--- src/rtl/common_types_pkg.sv ---
// Shared types and register map constants for the platform interrupt controller.
package common_types_pkg;

  // Register word offsets
  localparam logic [2:0] IC_ENABLE    = 3'd0;
  localparam logic [2:0] IC_PENDING   = 3'd1;
  localparam logic [2:0] IC_THRESHOLD = 3'd2;
  localparam logic [2:0] IC_CLAIM     = 3'd3;
  localparam logic [2:0] IC_PRIO0     = 3'd4;
  localparam logic [2:0] IC_PRIO1     = 3'd5;
  localparam logic [2:0] IC_PRIO2     = 3'd6;
  localparam logic [2:0] IC_PRIO3     = 3'd7;

  localparam int IC_PRIO_W = 4;

  typedef logic [3:0] ic_prio_t;
  typedef logic [4:0] ic_id_t;

endpackage

--- src/rtl/interrupt_controller_if.sv ---
// Single-cycle register port of the interrupt controller.
interface interrupt_controller_if;
  logic [2:0]  reg_addr;
  logic        reg_wen;
  logic        reg_ren;
  logic [31:0] reg_wdata;
  logic [31:0] reg_rdata;

  modport master (
    output reg_addr, reg_wen, reg_ren, reg_wdata,
    input  reg_rdata
  );

  modport slave (
    input  reg_addr, reg_wen, reg_ren, reg_wdata,
    output reg_rdata
  );
endinterface

--- src/rtl/irq_arbiter.sv ---
// Combinational selector: highest priority candidate wins, ties to the lowest ID.
// A winner must have a non-zero priority; with no winner both outputs are 0.
module irq_arbiter
  import common_types_pkg::*;
#(
  parameter int NUM_SRC = 32
) (
  input  logic     [NUM_SRC-1:0] cand_i,
  input  ic_prio_t [NUM_SRC-1:0] prio_i,
  output ic_id_t                 win_id_o,
  output ic_prio_t               win_prio_o
);

  // Scan upward with a strict compare so an equal priority never displaces a lower ID.
  always_comb begin
    win_id_o   = '0;
    win_prio_o = '0;
    for (int n = 0; n < NUM_SRC; n++) begin
      if (cand_i[n] && (prio_i[n] > win_prio_o)) begin
        win_id_o   = ic_id_t'(n);
        win_prio_o = prio_i[n];
      end
    end
  end

endmodule

--- src/rtl/interrupt_controller.sv ---
// Platform interrupt controller: level gateways, pending/in-service tracking,
// priority arbitration and the claim/complete register handshake.
module interrupt_controller
  import common_types_pkg::*;
#(
  parameter int NUM_SRC = 32
) (
  input  logic                   clk,
  input  logic                   nrst,
  input  logic [NUM_SRC-1:0]     irq_in,
  interrupt_controller_if.slave  bus,
  output logic                   ext_irq,
  output ic_id_t                 claim_id
);

  // Source 0 is reserved; this mask keeps all of its state bits at zero.
  localparam logic [NUM_SRC-1:0] SRC_MASK = {{(NUM_SRC-1){1'b1}}, 1'b0};

  logic     [NUM_SRC-1:0] sync1_q, sync2_q;
  logic     [NUM_SRC-1:0] pending_q, pending_d;
  logic     [NUM_SRC-1:0] in_service_q, in_service_d;
  logic     [NUM_SRC-1:0] enable_q, enable_d;
  ic_prio_t               threshold_q, threshold_d;
  ic_prio_t [NUM_SRC-1:0] prio_q, prio_d;
  ic_id_t                 claim_id_q;
  logic                   ext_irq_q;

  logic     [NUM_SRC-1:0] cand;
  ic_id_t                 win_id;
  ic_prio_t               win_prio;

  logic claim_rd, complete_wr;

  assign claim_rd    = bus.reg_ren && (bus.reg_addr == IC_CLAIM);
  assign complete_wr = bus.reg_wen && (bus.reg_addr == IC_CLAIM);

  // Candidate filter: pending, enabled and strictly above threshold.
  always_comb begin
    cand = '0;
    for (int n = 0; n < NUM_SRC; n++) begin
      cand[n] = pending_q[n] && enable_q[n] && (prio_q[n] > threshold_q);
    end
  end

  irq_arbiter #(.NUM_SRC(NUM_SRC)) u_arbiter (
    .cand_i     (cand),
    .prio_i     (prio_q),
    .win_id_o   (win_id),
    .win_prio_o (win_prio)
  );

  // Read mux works on registered state only, so a same-cycle write is not visible yet.
  always_comb begin
    bus.reg_rdata = '0;
    case (bus.reg_addr)
      IC_ENABLE:    bus.reg_rdata[NUM_SRC-1:0] = enable_q;
      IC_PENDING:   bus.reg_rdata[NUM_SRC-1:0] = pending_q;
      IC_THRESHOLD: bus.reg_rdata[3:0]         = threshold_q;
      IC_CLAIM:     bus.reg_rdata[4:0]         = claim_id_q;
      default: begin
        for (int n = 0; n < NUM_SRC; n++) begin
          if (bus.reg_addr[1:0] == 2'(n / 8)) begin
            bus.reg_rdata[(n % 8)*IC_PRIO_W +: IC_PRIO_W] = prio_q[n];
          end
        end
      end
    endcase
  end

  // Next-state: gateway set, then claim, then complete, so later terms override earlier ones.
  always_comb begin
    enable_d     = enable_q;
    threshold_d  = threshold_q;
    prio_d       = prio_q;
    in_service_d = in_service_q;
    pending_d    = pending_q | (sync2_q & ~in_service_q & SRC_MASK);

    if (claim_rd) begin
      for (int n = 1; n < NUM_SRC; n++) begin
        if (claim_id_q == ic_id_t'(n)) begin
          pending_d[n]    = 1'b0;
          in_service_d[n] = 1'b1;
        end
      end
    end

    if (bus.reg_wen) begin
      case (bus.reg_addr)
        IC_ENABLE:    enable_d    = bus.reg_wdata[NUM_SRC-1:0] & SRC_MASK;
        IC_THRESHOLD: threshold_d = bus.reg_wdata[3:0];
        IC_CLAIM: begin
          for (int n = 1; n < NUM_SRC; n++) begin
            if (bus.reg_wdata[4:0] == ic_id_t'(n)) in_service_d[n] = 1'b0;
          end
        end
        IC_PRIO0, IC_PRIO1, IC_PRIO2, IC_PRIO3: begin
          for (int n = 1; n < NUM_SRC; n++) begin
            if (bus.reg_addr[1:0] == 2'(n / 8)) begin
              prio_d[n] = bus.reg_wdata[(n % 8)*IC_PRIO_W +: IC_PRIO_W];
            end
          end
        end
        default: ;
      endcase
    end
  end

  // State registers; ext_irq tracks the winner priority, which is non-zero exactly when an ID wins.
  always_ff @(posedge clk or negedge nrst) begin
    if (!nrst) begin
      sync1_q      <= '0;
      sync2_q      <= '0;
      pending_q    <= '0;
      in_service_q <= '0;
      enable_q     <= '0;
      threshold_q  <= '0;
      prio_q       <= '0;
      claim_id_q   <= '0;
      ext_irq_q    <= 1'b0;
    end else begin
      sync1_q      <= irq_in;
      sync2_q      <= sync1_q;
      pending_q    <= pending_d;
      in_service_q <= in_service_d;
      enable_q     <= enable_d;
      threshold_q  <= threshold_d;
      prio_q       <= prio_d;
      claim_id_q   <= win_id;
      ext_irq_q    <= (win_prio != '0);
    end
  end

  assign ext_irq  = ext_irq_q;
  assign claim_id = claim_id_q;

endmodule

--- src/flat_wrapper.sv ---
// flat-port wrapper written by rule: the top's interface ports become plain ports
module interrupt_controller_flat import common_types_pkg::*;
#(
  parameter int NUM_SRC = 32
)
  (clk, nrst, irq_in, ext_irq, claim_id, bus_reg_addr, bus_reg_wen, bus_reg_ren, bus_reg_wdata, bus_reg_rdata);
  interrupt_controller_if bus_i ();
  input  logic clk;
  input  logic nrst;
  input  logic [NUM_SRC-1:0] irq_in;
  output logic ext_irq;
  output ic_id_t claim_id;
  input wire logic [$bits(bus_i.reg_addr)-1:0] bus_reg_addr;
  input wire logic [$bits(bus_i.reg_wen)-1:0] bus_reg_wen;
  input wire logic [$bits(bus_i.reg_ren)-1:0] bus_reg_ren;
  input wire logic [$bits(bus_i.reg_wdata)-1:0] bus_reg_wdata;
  output wire logic [$bits(bus_i.reg_rdata)-1:0] bus_reg_rdata;
  assign bus_i.reg_addr = bus_reg_addr;
  assign bus_i.reg_wen = bus_reg_wen;
  assign bus_i.reg_ren = bus_reg_ren;
  assign bus_i.reg_wdata = bus_reg_wdata;
  assign bus_reg_rdata = bus_i.reg_rdata;
  interrupt_controller #(.NUM_SRC(NUM_SRC)) u_core (.clk(clk), .nrst(nrst), .irq_in(irq_in), .bus(bus_i), .ext_irq(ext_irq), .claim_id(claim_id));
endmodule
--- config.mk ---
export PLATFORM = sky130hd
export DESIGN_NAME = interrupt_controller_flat
export DESIGN_NICKNAME = d
export VERILOG_FILES = /design/src/rtl/common_types_pkg.sv /design/src/rtl/interrupt_controller_if.sv /design/src/rtl/irq_arbiter.sv /design/src/rtl/interrupt_controller.sv /design/src/flat_wrapper.sv
export SDC_FILE = /design/constraint.sdc
export NUM_CORES = 1
export LEC_CHECK = 0
export ABC_CLOCK_PERIOD_IN_PS = 68700
export CAP_MARGIN = 5
export CORE_MARGIN = 4
export CORE_UTILIZATION = 54
export CTS_BUF_LIST = sky130_fd_sc_hd__clkbuf_16
export DETAILED_ROUTE_END_ITERATION = 6
export MAX_ROUTING_LAYER = met4
export PLACE_DENSITY = 0.75
export SYNTH_ARGS = -nofsm -noshare
export SYNTH_HDL_FRONTEND = slang
export SYNTH_SLANG_ARGS = --single-unit
export TNS_END_PERCENT = 100
--- constraint.sdc ---
create_clock -name clk -period 68.7 [get_ports clk]
set_clock_uncertainty 0.2 [all_clocks]
set_input_delay 13.74 -clock clk [delete_from_list [all_inputs] [get_ports clk]]
set_output_delay 13.74 -clock clk [all_outputs]
set_load 0.005 [all_outputs]
==> results.cfg, run 1 <==
[outcome]
status = completed

[finish]
fill_cells = 3244
fin_util_pct = 61.3
multi_input_area_um2 = 13100
seq_area_um2 = 7230
syn_to_final_growth_pct = 11.8
final_nets = 2598
antenna_cells = 0
drive_gt1_share_pct = 13.6
fin_area_um2 = 23800

[timing]
drv_slew = 0
max_slew.worst_pin.slew_ns = 1.08
period_needed_ns = 57.58
hold_viol = 0
max_freq_mhz = 17.4
period_share_pct = 83.8
setup_tns_ns = 0
max_slew_margin_pct = 27.2
setup_viol = 0
rsz0062_at_grt = false

[logic_synthesis]
syn-cell-area_um2 = 21300
yosysTopAreaCell = dfrtp_1
ys_seq_area_share_pct = 34.0
ys_seq_elements = 289
synth.area.top_cells = dfrtp_1 34%, ha_1 13%, mux2_2 9.4%
synth-main-ff-cell = dfrtp_1
syn_nets = 2508
synthArstFlopShare_pct = 100
synth_top_area_share_pct = 34.0
synth_cell_type_count = 98
synthCells = 2219
yosys_warnings = 0
avgSynthCellArea_um2 = 9.58
synth_edf_count = 0

[grt]
grt_max_degree = 94
grt-ovfl-total = 0
grt_pass1_vias = 18400
antenna_found_initial = 2
grt_pass1_wl_mm = 107
grt.total_usage_pct = 33.7

[critical_path]
critical-path-top-delay-family = compound AO/OA/AOI/OAI gates
path_max_fanout = 11
path_class = reg -> reg
slowest_stage = nor3_1
critPathMostFrequentCell = ha_1
critPathLaunch = u_core.prio_q[5]
critPathCaptureType = flop
arrival_ns = 57.80
worstSetupStartpointType = flop
r2r_start = u_core.prio_q[5]
worstPathRequired_ns = 68.92
critical_path_buf_inv_count = 24
max_stage_delay_ns = 0.90

[clocking]
cts_hold_buf = 0
ctsResizeCount = 0
cts_setup_buffers = 0
cts-htree-levels = 1
cts_tree = yes
cts_sinks = 289
numCtsBuffers = 29
cts-root-buf = clkbuf_16
cts.path.max_buffers = 3
worst_skew_pair.late_latency_ns = 0.57
clk_pin_slew_worst_paths_ns = 0.07

[die]
pin_count = 109
initial_core_util_pct = 54.9
die-area_um2 = 42600
num_rows = 72
fp.dieW_um = 206
fp.coreArea_um2 = 38700
die_h_um = 206

[route]
drc_errors = 0
vias = 18700
antenna_left = 0
first_pass_iters = 6
wl_per_cell_um = 24.8
routed_via_density = 6.59
drtIter0Drc = 1963
wirelength_mm = 70.4

[placement]
port_buffers = 107
gp_congestion = 0.981
place_hpwl_mm = 52.3
placed_area_um2 = 22900

[worst_hold_path]
min_path_type = reg -> reg
hp-start = u_core.sync1_q[14]

[run]
max-cap-violations = 0
placed cells by master (no fill, tap or decap), drive strengths merged, types with 8 or more instances in the layout:
| cell type | netlist | final |
|---|---|---|
| dfrtp | 289 | 289 |
| ha | 218 | 218 |
| mux2 | 180 | 180 |
| inv | 172 | 175 |
| a21oi | 170 | 170 |
| o21ai | 143 | 143 |
| nor2 | 140 | 140 |
| nand2 | 135 | 135 |
| clkdlybuf4s50 | 0 | 103 |
| nand3 | 68 | 68 |
| nand4 | 53 | 53 |
| nor2b | 49 | 49 |
| o21a | 46 | 46 |
| mux2i | 46 | 46 |
| a21o | 31 | 31 |
| mux4 | 31 | 31 |
| clkbuf | 50 | 29 |
| nand2b | 27 | 27 |
| a31oi | 26 | 26 |
| buf | 18 | 24 |
| nor3 | 22 | 22 |
| o2111ai | 21 | 21 |
| o211ai | 19 | 19 |
| or2 | 17 | 17 |
| and3 | 16 | 16 |
| and2 | 15 | 15 |
| o22a | 13 | 13 |
| o31ai | 13 | 13 |
| o211a | 12 | 12 |
| nor3b | 12 | 12 |
| a211oi | 11 | 11 |
| a211o | 9 | 9 |
| xor2 | 9 | 9 |
| a21boi | 9 | 9 |
| clkinv | 0 | 9 |
| a31o | 8 | 8 |
cells by family after synthesis:
kind of cell	synth area share, %
mux	15.0
xor+xnor	0.659
buf+inv	4.32
simple gates	13.8
compound gates	19.2
flops	34.0
fa+ha+maj	12.9
synthesized netlist by cell type, types with 49 or more instances:
master and instances:
inv_1 172, mux2_2 178, a21oi_1 169, clkbuf_1 50, nor2b_1 49, nor2_1 140, nand2_1 134, ha_1 218
dfrtp_1 289, nand4_1 53, o21ai_0 127, nand3_1 67
registers in the layout, summed over array words and instances (netlist names):
signal,cells
u_core.in_service_q,31
u_core.enable_q,31
u_core.sync2_q,31
u_core.pending_q,31
u_core.threshold_q,4
u_core.prio_q,124
u_core.ext_irq,1
u_core.claim_id,5
u_core.sync1_q,31
metrics by stage:
stage | setup WS [ns] | hold slack, ns | instances
final | 11.12 | 0.148 | 2842
after global routing | 6.73 | 0.153 | 2842
after CTS | 12.45 | 0.148 | 2842
after detailed placement | 12.70 | 0.135 | 2796
after global placement | 13.43 | 0.132 | 2796
after floorplan | 21.58 | 0.131 | 2219
area by class of cell:
type,instances,area share [%]
Clock buffer,29,3.05
Clock inverter,17,0.764
Inverter,172,2.72
Multi-Input combinational cell,1690,55.2
Sequential cell,289,30.4
Tap cell,518,2.73
Timing Repair Buffer,127,5.11
path summary, 6_finish.rpt:
path                                     endpoint  slack (ns)  depth (start not counted)
hold / removal                 u_core.sync2_q[14]        0.15                          0
setup reg to reg               u_core.claim_id[4]       11.12                        259
max in group asynchronous      u_core.prio_q[116]       53.17                          3
min in group asynchronous  u_core.in_service_q[1]       12.97                          1
hold reg to reg                u_core.sync2_q[14]        0.15                          0
setup / recovery               u_core.claim_id[4]       11.12                        259
per-layer routing:
layer  routed length, um  up-vias  track usage [%]
met5                   0        -                -
met4                3450        0             13.5
met3                5980      188             5.49
met2               32000      899             52.7
met1               29000     9237             44.1
li1                    -     8418                -
Power of run 1 is not shown: default switching activity piles up to over one toggle a cycle in this logic, so the estimate is an artifact.
==> run 2, diff against run 1 <==
- ABC_CLOCK_PERIOD_IN_PS: 68700 -> 49900
- PLACE_DENSITY: 0.75 -> 0.78
- clock period: 68.7 -> 49.9 ns (I/O delays scaled with it)
==> run 2 against run 1 <==
Core utilization up 6.2 points. Critical path depth up 1. Critical endpoint is now u_core.ext_irq. Fmax up 20%. Cell count up 7.5%. Die area unchanged. Worst hold slack worse by 0.0069 ns. Via count up 5.6%. Design area up 10%. Flip-flop and latch count unchanged. First-iteration DRC count down 18%.
==> results.cfg, run 2 (synthesized netlist as in run 1, its figures left out) <==
[outcome]
status = completed

[grt]
grt_pass1_wl_mm = 111
grt_pass1_vias = 19500
grt_max_degree = 162
grt-ovfl-total = 0
antenna_found_initial = 2
grt.total_usage_pct = 34.5

[critical_path]
path_class = reg -> reg
arrival_ns = 48.17
reg2reg_to = u_core.ext_irq
rrSetupSlack_ns = 1.94
critPathCaptureType = flop
worstSetupStartpointType = flop
critPathMostFrequentCell = ha_1
r2r_start = u_core.prio_q[5]
max_stage_delay_ns = 0.52
reg2reg_depth = 260
path_max_fanout = 7
slowest_stage = a2111oi_1
worstPathRequired_ns = 50.11

[timing]
max_freq_mhz = 20.9
max_slew.worst_pin.slew_ns = 1.27
period_needed_ns = 47.96
hold_viol = 0
max_slew_margin_pct = 15.0
period_share_pct = 96.1
drv_slew = 0
setup_viol = 0

[route]
drc_errors = 0
vias = 19800
antenna_left = 0
routed_via_density = 6.48
routed-wl-met2_mm = 34.5
met3_wirelength_mm = 5.75
wl_met1_mm = 29.9
highest_layer = met4
wl_per_cell_um = 24.2
drtIter0Drc = 1609
wirelength_mm = 74.0
first_pass_iters = 5

[die]
fp.dieW_um = 206
die-area_um2 = 42600
initial_core_util_pct = 54.9
fp.coreArea_um2 = 38700
die_h_um = 206
num_rows = 72
pin_count = 109

[clocking]
clk_pin_slew_worst_paths_ns = 0.07
worst_skew_pair.late_latency_ns = 0.57
cts-root-buf = clkbuf_16
cts_tree = yes
cts-htree-levels = 1
numCtsBuffers = 28
cts.path.max_buffers = 3
cts_sinks = 289

[finish]
post_layout_nonfiller_instances = 3055
final_nets = 2802
layout_commonest_cell = dfrtp_1
mostFrequentLayoutCells = 289 x dfrtp_1, 221 x buf_4, 206 x ha_1
largest_reg_flops = 124
regMostFlops = u_core.prio_q
fill_cells = 3051
syn_to_final_growth_pct = 23.2
fin_area_um2 = 26200
drive_gt1_share_pct = 25.9

[placement]
place_hpwl_mm = 54.0
gp_congestion = 1.02
placed_area_um2 = 24000
placed_cells = 2942
port_buffers = 107

[worst_hold_path]
min_path_type = reg -> reg
hold_path_end = u_core.sync2_q[28]
hp-start = u_core.sync1_q[28]
worstHoldPathCells = 0

[run]
max-cap-violations = 0
-- run 2: how the worst max path moves through the flow --
stage | from | endpoint | cells after the start
2_1_floorplan | u_core.threshold_q[1] | u_core.claim_id[3] | 257
3_3_place_gp | u_core.prio_q[5] | u_core.ext_irq | 257
3_5_place_dp | u_core.prio_q[5] | u_core.ext_irq | 264
4_1_cts | u_core.prio_q[5] | u_core.ext_irq | 261
5_1_grt | u_core.prio_q[5] | u_core.ext_irq | 267
6_report | u_core.prio_q[5] | u_core.ext_irq | 260
-- run 2: cell type report --
type                    count  area, um^2  share of cell area (%)
flip-flops and latches    289        7230                    27.6
diodes                      2        5.00                  0.0191
clock inverters            23         194                   0.741
well taps                 518         648                    2.48
repair buffers            332        2780                    10.6
clock buffers              29         726                    2.77
multi-input cells        1690       13900                    53.3
inverters                 172         646                    2.47
-- run 2: per-stage QoR --
stage	hold WS (ns)	setup TNS [ns]	utilization [%]	worst slack, ns
2_1_floorplan	0.131	0	-	2.78
6_report	0.141	0	67.6	1.94
3_3_place_gp	0.132	-2.01	61.9	-0.443
4_1_cts	0.147	0	64.6	0.00563
3_5_place_dp	0.135	-8.06	61.9	-1.44
5_1_grt	0.151	-2.19	67.6	-0.476
-- run 2: repair_timing --
action,4_1_cts,5_1_grt
hold buffers,0,0
buffers inserted,5,54
pin swaps,2,85
cloned,0,0
gates resized for setup,30,166
setup endpoints to repair,6,6
-- run 2: routing by layer --
layer | global-route usage, % | vias to the layer above
met4 | 13.3 | 0
met1 | 44.4 | 9847
met5 | - | -
met2 | 55.8 | 870
met3 | 4.99 | 228
li1 | - | 8844
-- run 2: critical path, delay by kind of cell (launching register included) --
| family | cells | cell delay, ns |
|---|---|---|
| and+or+nand+nor | 67 | 10.41 |
| DFF | 1 | 0.42 |
| AOI/OAI and AO/OA | 114 | 19.51 |
| adders and majority gates | 33 | 9.09 |
| buffers and inverters | 30 | 2.96 |
| muxes | 16 | 5.21 |
Power of run 2 is left out for the same reason.
==> run 3, diff against run 2 <==
- ABC_CLOCK_PERIOD_IN_PS: 49900 -> 52600
- PLACE_DENSITY: 0.78 -> 0.75
- clock period: 49.9 -> 52.6 ns (I/O delays scaled with it)
==> run 3 against run 2 <==
Design area shrank 4.0%. Flip-flop and latch count unchanged. Die area unchanged. Worst hold slack improved by 0.0034 ns. Worst setup slack gained 0.72 ns. Register-to-register slack improved by 0.72 ns. Global-route usage fell by 0.14 points. Via count shrank 1.7%. Count of clock-buffer cells in the layout unchanged. Cell count fell by 2.3%. Wire length down 2.2%. First-iteration DRC count up 0.37%. Largest cell class unchanged.
==> results.cfg, run 3 (synthesized netlist as in run 1, its figures left out) <==
[grt]
grt_pass1_wl_mm = 110
antenna_found_initial = 2
grt-ovfl-total = 0
grt_max_degree = 145
grt.total_usage_pct = 34.4
grt_pass1_vias = 19100

[critical_path]
arrival_ns = 50.19
reg2reg_to = u_core.claim_id[3]
path_max_fanout = 7
critPathLaunch = u_core.prio_q[5]
critPathCaptureType = flop
r2r_start = u_core.prio_q[5]
worstPathRequired_ns = 52.84
reg2reg_depth = 258
rrSetupSlack_ns = 2.66
max_stage_delay_ns = 0.48
cp-endpoint = u_core.claim_id[3]
slowest_stage = dfrtp_1
path_class = reg -> reg
worstSetupStartpointType = flop
critPathMostFrequentCell = ha_1

[clocking]
cts-root-buf = clkbuf_16
cts.path.max_buffers = 3
clk_pin_slew_worst_paths_ns = 0.06
cts_hold_buf = 0
numCtsBuffers = 29
cts_tree = yes
worst_skew_pair.late_latency_ns = 0.60
cts-htree-levels = 1
cts_sinks = 289

[route]
routed_via_density = 6.52
vias = 19500
wirelength_mm = 72.3
drc_errors = 0
first_pass_iters = 6
drtIter0Drc = 1615
antenna_left = 0
wl_per_cell_um = 24.2

[timing]
setup_tns_ns = 0
period_needed_ns = 49.94
drv_slew = 0
setup_viol = 0
hold_viol = 0
max_freq_mhz = 20.0
period_share_pct = 94.9
max_slew_margin_pct = 27.9
finalHoldWorstSlack_ns = 0.144
max_slew.worst_pin.slew_ns = 1.08

[placement]
port_buffers = 107
placed_area_um2 = 23700
placed_cells = 2914
place_hpwl_mm = 54.4
gp_congestion = 0.979

[die]
initial_core_util_pct = 54.9
fp.coreArea_um2 = 38700
pin_count = 109
die_h_um = 206
die-area_um2 = 42600
fp.dieW_um = 206
num_rows = 72

[finish]
multi_input_area_um2 = 13500
fin_area_um2 = 25100
post_layout_nonfiller_instances = 2986
layout_commonest_cell = dfrtp_1
drive_gt1_share_pct = 20.9
seq_area_um2 = 7230
largest_reg_flops = 124
mostFrequentLayoutCells = 289 x dfrtp_1, 217 x ha_1, 178 x mux2_2
regMostFlops = u_core.prio_q
final_nets = 2735
fill_cells = 3131
syn_to_final_growth_pct = 18.2

[run]
max-cap-violations = 0

[worst_hold_path]
min_path_type = reg -> reg

[outcome]
status = completed
==> run 3: changes by cell type in the layout (fill, tap and decap cells not counted), sizes merged <==
cell      previous run  this run
clkinvlp             4         0
bufinv               3         1
clkinv              11        10
buf                229       161
inv                177       183
==> run 3: routing by layer <==
layer / global-route usage [%] / share of wire [%]
met1: 44.3 / 41
met2: 54.3 / 46
met3: 5.90 / 8.7
met4: 14.0 / 5.0
met5: - / 0
==> run 3: timing repair <==
| action | 4_1_cts | 5_1_grt |
|---|---|---|
| endpoints found under the setup margin | 6 | 6 |
| setup buffers | 0 | 19 |
| gates resized for setup | 4 | 84 |
| gates cloned | 0 | 0 |
| pin swaps | 0 | 21 |
==> run 3: area by class of cell <==
class                           instances  share of cell area, %
Tap cell                              518                   2.58
Inverter                              172                   2.57
Clock buffer                           29                   2.89
Multi-Input combinational cell       1690                   53.6
Antenna cell                            2                 0.0199
Timing Repair Buffer                  264                   8.93
Sequential cell                       289                   28.8
Clock inverter                         22                  0.638
==> run 3: through the flow <==
stage | worst slack (ns) | utilization (%)
after CTS | 0.121 | 63.6
after global routing | -0.254 | 64.8
after global placement | 0.743 | 61.3
final | 2.66 | 64.8
after detailed placement | -0.150 | 61.3
after floorplan | 5.48 | -
==> run 3: worst min-delay path by stage <==
stage / to / slack [ns] / cells after the start / start
6_report: u_core.sync2_q[7] / 0.14 / 0 / u_core.sync1_q[7]
5_1_grt: u_core.sync2_q[22] / 0.15 / 0 / u_core.sync1_q[22]
4_1_cts: u_core.sync2_q[12] / 0.14 / 0 / u_core.sync1_q[12]
3_5_place_dp: u_core.sync2_q[13] / 0.13 / 0 / u_core.sync1_q[13]
3_3_place_gp: u_core.sync2_q[23] / 0.13 / 0 / u_core.sync1_q[23]
2_1_floorplan: u_core.sync2_q[10] / 0.13 / 0 / u_core.sync1_q[10]
==> run 3: critical path: cells and delay by family (launching register included) <==
| kind | cells | cell delay [ns] |
|---|---|---|
| flip-flops | 1 | 0.48 |
| adder cells (fa/ha/maj) | 33 | 9.80 |
| AO/OA/AOI/OAI | 109 | 19.65 |
| AND/OR/NAND/NOR | 71 | 11.11 |
| buffers and inverters | 28 | 2.82 |
| multiplexers | 17 | 5.73 |
Power of run 3 is left out for the same reason.
